===== config.mk =====
export PLATFORM = sky130hd
export DESIGN_NAME = tag_scan_ctl
export DESIGN_NICKNAME = d
export VERILOG_FILES = /design/src/rtl/tag_scan_ctl.sv
export SDC_FILE = /design/constraint.sdc
export NUM_CORES = 1
export LEC_CHECK = 0
export CAP_MARGIN = 20
export CORE_MARGIN = 4
export CORE_UTILIZATION = 40
export CTS_BUF_LIST = sky130_fd_sc_hd__clkbuf_4
export DETAILED_ROUTE_END_ITERATION = 7
export PLACE_DENSITY = 0.63
export SLEW_MARGIN = 10
export SYNTH_ARGS = -nofsm -noshare
export SYNTH_HDL_FRONTEND = slang
export SYNTH_SLANG_ARGS = --single-unit

===== constraint.sdc =====
create_clock -name clk -period 1.6 [get_ports clk]
set_input_delay 0.32 -clock clk [delete_from_list [all_inputs] [get_ports clk]]
set_output_delay 0.32 -clock clk [all_outputs]
set_load 0.005 [all_outputs]

===== src/rtl/tag_scan_ctl.sv =====
`default_nettype none
// ---------------------------------------------------------------------------
// Module   : tag_scan_ctl
// Purpose  : Scans a small tag table through one shared external equality
//            comparator; reports hit/miss and the lowest matching index.
// Revision : 1.0
// ---------------------------------------------------------------------------
module tag_scan_ctl #(
  parameter int ENTRIES = 4,
  parameter int IDXW    = 2
) (
  input  logic            clk,
  input  logic            reset,
  input  logic            req,
  input  logic [5:0]      key,
  output logic            ack,
  output logic            busy,
  output logic            done,
  output logic            hit,
  output logic [IDXW-1:0] hit_idx,
  input  logic            wr,
  input  logic [IDXW-1:0] wr_idx,
  input  logic [5:0]      wr_tag,
  input  logic            wr_val,
  output logic [5:0]      cmp_a,
  output logic [5:0]      cmp_b,
  input  logic            cmp_equal_n
);

  localparam logic [IDXW-1:0] LAST_IDX = IDXW'(ENTRIES - 1);

  typedef enum logic [1:0] {
    IDLE = 2'd0,
    SCAN = 2'd1,
    DONE = 2'd2
  } state_t;

  state_t               state, state_nx;
  logic [IDXW-1:0]      ptr, ptr_nx;
  logic [5:0]           key_r, key_nx;
  logic                 hit_r, hit_nx;
  logic [IDXW-1:0]      idx_r, idx_nx;
  logic [5:0]           tag_q [ENTRIES];
  logic [ENTRIES-1:0]   valid;
  logic                 match;

  always_ff @(posedge clk) begin
    if (reset) begin
      state <= IDLE;
      ptr   <= '0;
      key_r <= '0;
      hit_r <= 1'b0;
      idx_r <= '0;
    end else begin
      state <= state_nx;
      ptr   <= ptr_nx;
      key_r <= key_nx;
      hit_r <= hit_nx;
      idx_r <= idx_nx;
    end
  end

  // Writes land at the edge, so the entry under the pointer this cycle is
  // always compared with its pre-write contents.
  always_ff @(posedge clk) begin
    if (reset) begin
      for (int i = 0; i < ENTRIES; i++) begin
        tag_q[i] <= '0;
      end
      valid <= '0;
    end else if (wr) begin
      tag_q[wr_idx] <= wr_tag;
      valid[wr_idx] <= wr_val;
    end
  end

  always_comb begin
    state_nx = state;
    ptr_nx   = ptr;
    key_nx   = key_r;
    hit_nx   = hit_r;
    idx_nx   = idx_r;
    ack      = 1'b0;
    match    = valid[ptr] & ~cmp_equal_n;
    case (state)
      IDLE: begin
        if (req) begin
          ack      = 1'b1;
          key_nx   = key;
          ptr_nx   = '0;
          state_nx = SCAN;
        end
      end
      SCAN: begin
        if (match) begin
          hit_nx   = 1'b1;
          idx_nx   = ptr;
          state_nx = DONE;
        end else if (ptr == LAST_IDX) begin
          hit_nx   = 1'b0;
          idx_nx   = '0;
          state_nx = DONE;
        end else begin
          ptr_nx = ptr + 1'b1;
        end
      end
      DONE: begin
        state_nx = IDLE;
      end
      default: begin
        state_nx = IDLE;
      end
    endcase
  end

  assign busy    = (state == SCAN) || (state == DONE);
  assign done    = (state == DONE);
  assign hit     = hit_r;
  assign hit_idx = idx_r;
  assign cmp_a   = key_r;
  assign cmp_b   = tag_q[ptr];

endmodule
`default_nettype wire


==> results.sh, run 1 <==
export IMPL_outcome="complete, but fails checks"
export IMPL_failed_checks="setup timing"
export IMPL_post_synth_mux_area_share_pct=11.7
export IMPL_min_delay_start="cmp_a[1]"
export IMPL_fillerInstances=377
export IMPL_post_synth_instance_area_um2=1920
export IMPL_multi_input_area_um2=812
export IMPL_total_number_of_yosys_warnings=0
export IMPL_synth_async_sr_flop_share_pct=0
export IMPL_achievable_frequency_mhz=558
export IMPL_antenna_violating_nets_post_route=0
export IMPL_die_x_um=77.3
export IMPL_hpwl_mm=3.10
export IMPL_synth_xor_area_share_pct=0
export IMPL_net_switching_power_uw=694
export IMPL_via_count=1452
export IMPL_clock_tree_from_tritoncts="done"
export IMPL_pin_count_of_the_biggest_net_entering_global_routing=23
export IMPL_num_io_pins=38
export IMPL_synth_adder_area_share_pct=3.25
export IMPL_first_pass_iters=4
export IMPL_synth_most_common_cell="nand2_1"
export IMPL_detail_route_vias_per_cell=5.02
export IMPL_synthesized_flop_and_latch_total=43
export IMPL_setup_repair_after_global_routing_missed_its_margin="yes"
export IMPL_synthTopCellsByArea="edfxtp_1 37%, dfxtp_1 20%, mux4_2 7.0%, nand2_1 5.5%, nor2_1 4.5%"
export IMPL_seq_total_area_yosys_pct=57.3
export IMPL_synth_top_cells_by_count="28 x nand2_1, 24 x edfxtp_1, 23 x nor2_1"
export IMPL_reg2reg_from="state[0]"
export IMPL_clkSinkCount=43
export IMPL_worst_min_delay_path_category="flip-flop to flip-flop"
export IMPL_final_hold_worst_slack_ns=0.466
export IMPL_grt_pass1_vias=1502
export IMPL_worst_ir_drop_vdd_mv=0.433
export IMPL_die_height_um=77.3
export IMPL_detailed_place_area_um2=2570
export IMPL_post_route_cells_drive_above_1_share_pct=32.5
export IMPL_synth_area_per_cell_um2=11.1
export IMPL_cap_viol_max_count=0
export IMPL_p_leak_nw=1.05
export IMPL_endpoint_kind="output pin"
export IMPL_antenna_diode_count=0
export IMPL_worst_slew_pin_transition_ns=0.319
export IMPL_report_power_total_mw=2.51
export IMPL_p_per_area_nw_per_um2=934
export IMPL_cts_hold_buf=0
export IMPL_finalHoldViolations=0
export IMPL_finalInstanceArea_um2=2690
export IMPL_netlist_cell_type_count=27
export IMPL_final_wirelength_mm=4.17
export IMPL_dieArea_um2=5980
export IMPL_synth_ff_type="edfxtp_1"
export IMPL_fp_row_count=24
export IMPL_yosys_area_top_type="edfxtp_1"
export IMPL_largest_family_of_logic_cells_by_synthesized_area="simple AND/OR/NAND/NOR gates"
export IMPL_finalSetupViolations=6
export IMPL_clock_power_share_pct=21.9
export IMPL_synth_simple_gate_area_share_pct=17.2
export IMPL_yosys_area_top_type_share_pct=37.5
export IMPL_timing_worst_setup_path_type="flip-flop to output pin"
export IMPL_synthesis_nets=198
export IMPL_setup_ws_ns=-0.191
export IMPL_arrival_ns=1.47
export IMPL_share_seq_of_total_power_pct=52.2
export IMPL_syn_to_final_growth_pct=39.6
export IMPL_routabilityCongestion=0.783
export IMPL_num_nets_final=261
export IMPL_area_of_the_core_um2=4500
export IMPL_min_period_over_period_pct=112
export IMPL_total_clock_buffers_created_by_cts=5
export IMPL_clk_path_buf_depth=2
export IMPL_cp_start_kind="flip-flop"
export IMPL_cell_count_after_synthesis=173
export IMPL_register_area_um2=1110
export IMPL_cp_required_ns=1.28
export IMPL_h_tree_levels=2
export IMPL_dr_first_iter_drc_count=77
export IMPL_routed_wire_length_per_instance_um=14.4
export IMPL_share_comb_of_total_power_pct=26.0
export IMPL_finalCoreUtilization_pct=59.6
export IMPL_synth_compound_gate_area_share_pct=6.90
export IMPL_slew_violations=0
export IMPL_drc_errors=0
export IMPL_worstPathMaxFanout=6
export IMPL_initial_core_util_pct=42.7
export IMPL_first_pass_grt_wire_length_mm=6.98
export IMPL_antenna_violations_before_repair=0
export IMPL_global_route_usage_total_pct=15.0
export IMPL_worst_skew_pair_late_latency_ns=0.35
export IMPL_synth_enable_flop_cells=24
export IMPL_buffer_ports_inserted=37
export IMPL_power_switching_share_pct=27.7
export IMPL_p_int_mw=1.81
export IMPL_maxSlewHeadroom_pct=78.7
export IMPL_clk_pin_slew_ns=0.13
export IMPL_timing_clock_skew_ns=0.00429
export IMPL_grt_overflow=0
export IMPL_cts_root_buf="clkbuf_4"
export IMPL_final_setup_tns_ns=-1.05
export IMPL_clock_period_minus_final_worst_setup_slack_ns=1.79
==> critical path: stages, from the launching register on <==
cell and delay [ns]:
dfxtp_2 0.36, buf_12 0.12, mux4_2 0.50, buf_2 0.14
==> cell type report <==
class	count	share of cell area (%)
Multi-Input combinational cell	111	30.2
Clock buffer	5	1.40
Tap cell	52	2.42
Sequential cell	43	41.5
Clock inverter	3	0.932
Timing Repair Buffer	62	21.6
Inverter	13	1.91
==> final timing paths <==
path	to	slack, ns	depth (start not counted)
setup / recovery	cmp_b[1]	-0.19	3
setup reg to reg	flip-flop	0.04	6
hold reg to reg	cmp_a[1]	0.47	2
hold / removal	cmp_a[1]	0.47	2
==> power groups by stage <==
stage,registers [mW],clock network (mW),logic [mW]
2_1_floorplan,1.31,0,0.288
3_3_place_gp,1.32,0,0.617
3_5_place_dp,1.32,0,0.629
4_1_cts,1.31,0.573,0.634
5_1_grt,1.32,0.630,0.723
6_report,1.31,0.549,0.651
==> cell usage in the layout, fill, tap and decap left out, drive strengths merged <==
cell | synthesis | layout
buf | 0 | 33
clkdlybuf4s50 | 0 | 28
nand2 | 28 | 28
edfxtp | 24 | 24
nor2 | 23 | 23
dfxtp | 19 | 19
inv | 13 | 13
a21oi | 13 | 13
nand2b | 8 | 8
mux4 | 6 | 6
clkbuf | 6 | 6
mux2i | 6 | 6
ha | 5 | 5
nand3b | 3 | 3
nor2b | 2 | 2
nand3 | 2 | 2
mux2 | 2 | 2
clkinv | 0 | 2
or2 | 2 | 2
o32ai | 2 | 2
o22ai | 1 | 1
o221a | 1 | 1
and2b | 1 | 1
or2b | 1 | 1
a2111o | 1 | 1
o31ai | 1 | 1
or3b | 1 | 1
o21ai | 1 | 1
nor3b | 1 | 1
clkinvlp | 0 | 1
==> routing by layer <==
metal	wire length [µm]	GRT usage, %	vias to the layer above
li1	-	-	725
met1	1710	18.9	673
met2	2050	23.9	47
met3	333	5.21	7
met4	62	5.52	0
met5	0	0	-
==> kinds of logic (layout without fill, tap and decap cells) <==
family                     Yosys count  count (layout)
adders and majority gates            5               5
buffers and inverters               19              83
DFF                                 43              43
AOI/OAI and AO/OA                   20              20
muxes                               14              14
and+or+nand+nor                     72              72
==> state kept, by name, indices dropped and copies added, names as in the netlist, named ones only <==
signal / cells
tag_q: 24
cmp_a: 6
valid: 4
hit_idx: 2
ptr: 2
state: 2
hit: 1
==> through the flow <==
stage               std cells  setup WS, ns
floorplan                 173       0.00483
global placement          279        -0.207
detailed placement        279        -0.206
CTS                       288        -0.219
global route              289        -0.262
finish                    289        -0.191
==> repair_timing <==
| item | in CTS | in global routing |
|---|---|---|
| setup endpoints to repair | 11 | 21 |
| gates resized for setup | 47 | 17 |
| setup buffers | 2 | 1 |
| pin swaps | 3 | 5 |
Note: power is estimated with default switching activity, not from simulation.
==> inputs of run 2 (changes only) <==
--- a/config.mk
+++ b/config.mk
@@ -6,7 +6,7 @@
 export NUM_CORES = 1
 export LEC_CHECK = 0
 export CAP_MARGIN = 20
-export CORE_MARGIN = 4
+export CORE_MARGIN = 3
 export CORE_UTILIZATION = 40
 export CTS_BUF_LIST = sky130_fd_sc_hd__clkbuf_4
 export DETAILED_ROUTE_END_ITERATION = 7
==> run 2 against run 1 <==
The run still ends with setup timing left. Final cell count is 2.1% higher. Largest cell class unchanged. Maximum frequency is 1.1% higher. Clock power is 8.2% lower. Routed wire length is 2.8% lower.
==> results.sh, run 2 (synthesis results as in run 1) <==
export IMPL_outcome="complete, but fails checks"
export IMPL_failed_checks="setup timing"
export IMPL_dieArea_um2=5680
export IMPL_most_common_layout_cells="28 x clkdlybuf4s50_1, 28 x buf_4, 27 x nand2_1"
export IMPL_arrival_ns=1.45
export IMPL_drc_errors=0
export IMPL_cap_viol_max_count=0
export IMPL_p_leak_nw=1.06
export IMPL_finalHoldViolations=0
export IMPL_post_route_cells_drive_above_1_share_pct=28.4
export IMPL_buffer_ports_inserted=37
export IMPL_timing_clock_skew_ns=0.00394
export IMPL_achievable_frequency_mhz=565
export IMPL_global_route_usage_total_pct=15.1
export IMPL_finalInstanceArea_um2=2680
export IMPL_via_count=1464
export IMPL_syn_to_final_growth_pct=39.4
export IMPL_clk_pin_slew_ns=0.12
export IMPL_maxSlewHeadroom_pct=77.5
export IMPL_hpwl_mm=3.11
export IMPL_worst_min_delay_path_category="flip-flop to flip-flop"
export IMPL_antenna_diode_count=0
export IMPL_cp_start_kind="flip-flop"
export IMPL_grt_pass1_vias=1419
export IMPL_p_per_area_nw_per_um2=918
export IMPL_worstPathMaxFanout=6
export IMPL_first_pass_iters=4
export IMPL_routabilityCongestion=0.754
export IMPL_detailed_place_area_um2=2580
export IMPL_fp_row_count=24
export IMPL_dpl_cell_count=284
export IMPL_area_of_the_core_um2=4500
export IMPL_die_x_um=75.3
export IMPL_antenna_violations_before_repair=0
export IMPL_pin_count_of_the_biggest_net_entering_global_routing=16
export IMPL_timing_worst_setup_path_type="flip-flop to output pin"
export IMPL_worst_ir_drop_vdd_mv=0.489
export IMPL_num_nets_final=267
export IMPL_antenna_violating_nets_post_route=0
export IMPL_h_tree_levels=2
export IMPL_cp_required_ns=1.28
export IMPL_die_height_um=75.3
export IMPL_num_io_pins=38
export IMPL_final_wirelength_mm=4.05
export IMPL_finalSetupViolations=6
export IMPL_grt_overflow=0
export IMPL_slew_violations=0
export IMPL_first_pass_grt_wire_length_mm=6.24
export IMPL_clkSinkCount=43
export IMPL_report_power_total_mw=2.46
export IMPL_largest_register_ff_count=24
export IMPL_min_period_over_period_pct=111
export IMPL_clock_tree_from_tritoncts="done"
export IMPL_endpoint_kind="output pin"
export IMPL_total_clock_buffers_created_by_cts=5
export IMPL_worst_skew_pair_late_latency_ns=0.34
export IMPL_detail_route_vias_per_cell=4.96
export IMPL_setup_repair_after_global_routing_missed_its_margin="yes"
export IMPL_dr_first_iter_drc_count=82
export IMPL_setup_ws_ns=-0.171
export IMPL_clk_path_buf_depth=2
export IMPL_clock_period_minus_final_worst_setup_slack_ns=1.77
export IMPL_layoutNonFillerInstCount=295
export IMPL_worst_slew_pin_transition_ns=0.337
export IMPL_routed_wire_length_per_instance_um=13.7
export IMPL_cts_root_buf="clkbuf_4"
export IMPL_initial_core_util_pct=42.7
export IMPL_max_flop_register="tag_q"
[run 2: power by group]
group / leakage, nW / switching (mW) / total, mW / internal, mW
clock: 0.0263 / 0.343 / 0.504 / 0.161
sequential: 0.393 / 0.0416 / 1.30 / 1.26
combinational: 0.643 / 0.279 / 0.658 / 0.379
total: 1.06 / 0.664 / 2.46 / 1.80
[run 2: area by class of cell]
class                           instances  area, µm²
Clock buffer                            5       37.5
Clock inverter                          3       15.0
Fill cell                             372       1820
Inverter                               13       51.3
Multi-Input combinational cell        111        800
Sequential cell                        43       1110
Tap cell                               52       65.1
Timing Repair Buffer                   68        607
[run 2: final timing paths]
| check | from | to | slack [ns] | cells after the start |
|---|---|---|---|---|
| min | cmp_a[4] | cmp_a[4] | 0.47 | 2 |
| max reg2reg | state[1] | flip-flop | 0.01 | 6 |
| max | flip-flop | cmp_b[2] | -0.17 | 3 |
| min reg2reg | cmp_a[4] | cmp_a[4] | 0.47 | 2 |
[run 2: stage by stage]
step | hold slack [ns] | setup WS [ns] | utilization, % | setup TNS (ns)
after floorplan | 0.436 | 0.00483 | - | 0
after global placement | 0.443 | -0.207 | 57.4 | -2.63
after detailed placement | 0.455 | -0.250 | 57.4 | -3.10
final | 0.466 | -0.171 | 59.5 | -0.990
after global routing | 0.493 | -0.243 | 59.5 | -1.42
after CTS | 0.472 | -0.203 | 58.7 | -1.16
[run 2: per-layer routing]
layer | GRT usage (%) | vias up | routed length (µm)
met1 | 18.4 | 688 | 1760
li1 | - | 734 | -
met3 | 4.75 | 6 | 220
met5 | 0 | - | 0
met2 | 25.2 | 36 | 2010
met4 | 5.24 | 0 | 61
[run 2: worst max-delay path: stages, from the launching register on]
cell and delay, ns:
dfxtp_2 0.36, buf_12 0.12, mux4_2 0.50, buf_6 0.13
[run 2: timing repair]
| item | in CTS | in global routing |
|---|---|---|
| setup buffers | 3 | 1 |
| pin swaps | 3 | 2 |
| setup endpoints to repair | 11 | 11 |
| hold buffers | 0 | 0 |
| gates resized for setup | 44 | 9 |
==> inputs of run 3 (changes only) <==
--- a/config.mk
+++ b/config.mk
@@ -11,7 +11,7 @@
 export CTS_BUF_LIST = sky130_fd_sc_hd__clkbuf_4
 export DETAILED_ROUTE_END_ITERATION = 7
 export PLACE_DENSITY = 0.63
-export SLEW_MARGIN = 10
+export SLEW_MARGIN = 25
 export SYNTH_ARGS = -nofsm -noshare
 export SYNTH_HDL_FRONTEND = slang
 export SYNTH_SLANG_ARGS = --single-unit
==> results of run 3 <==
Final layout, timing and power as in run 2 (identical DEF).
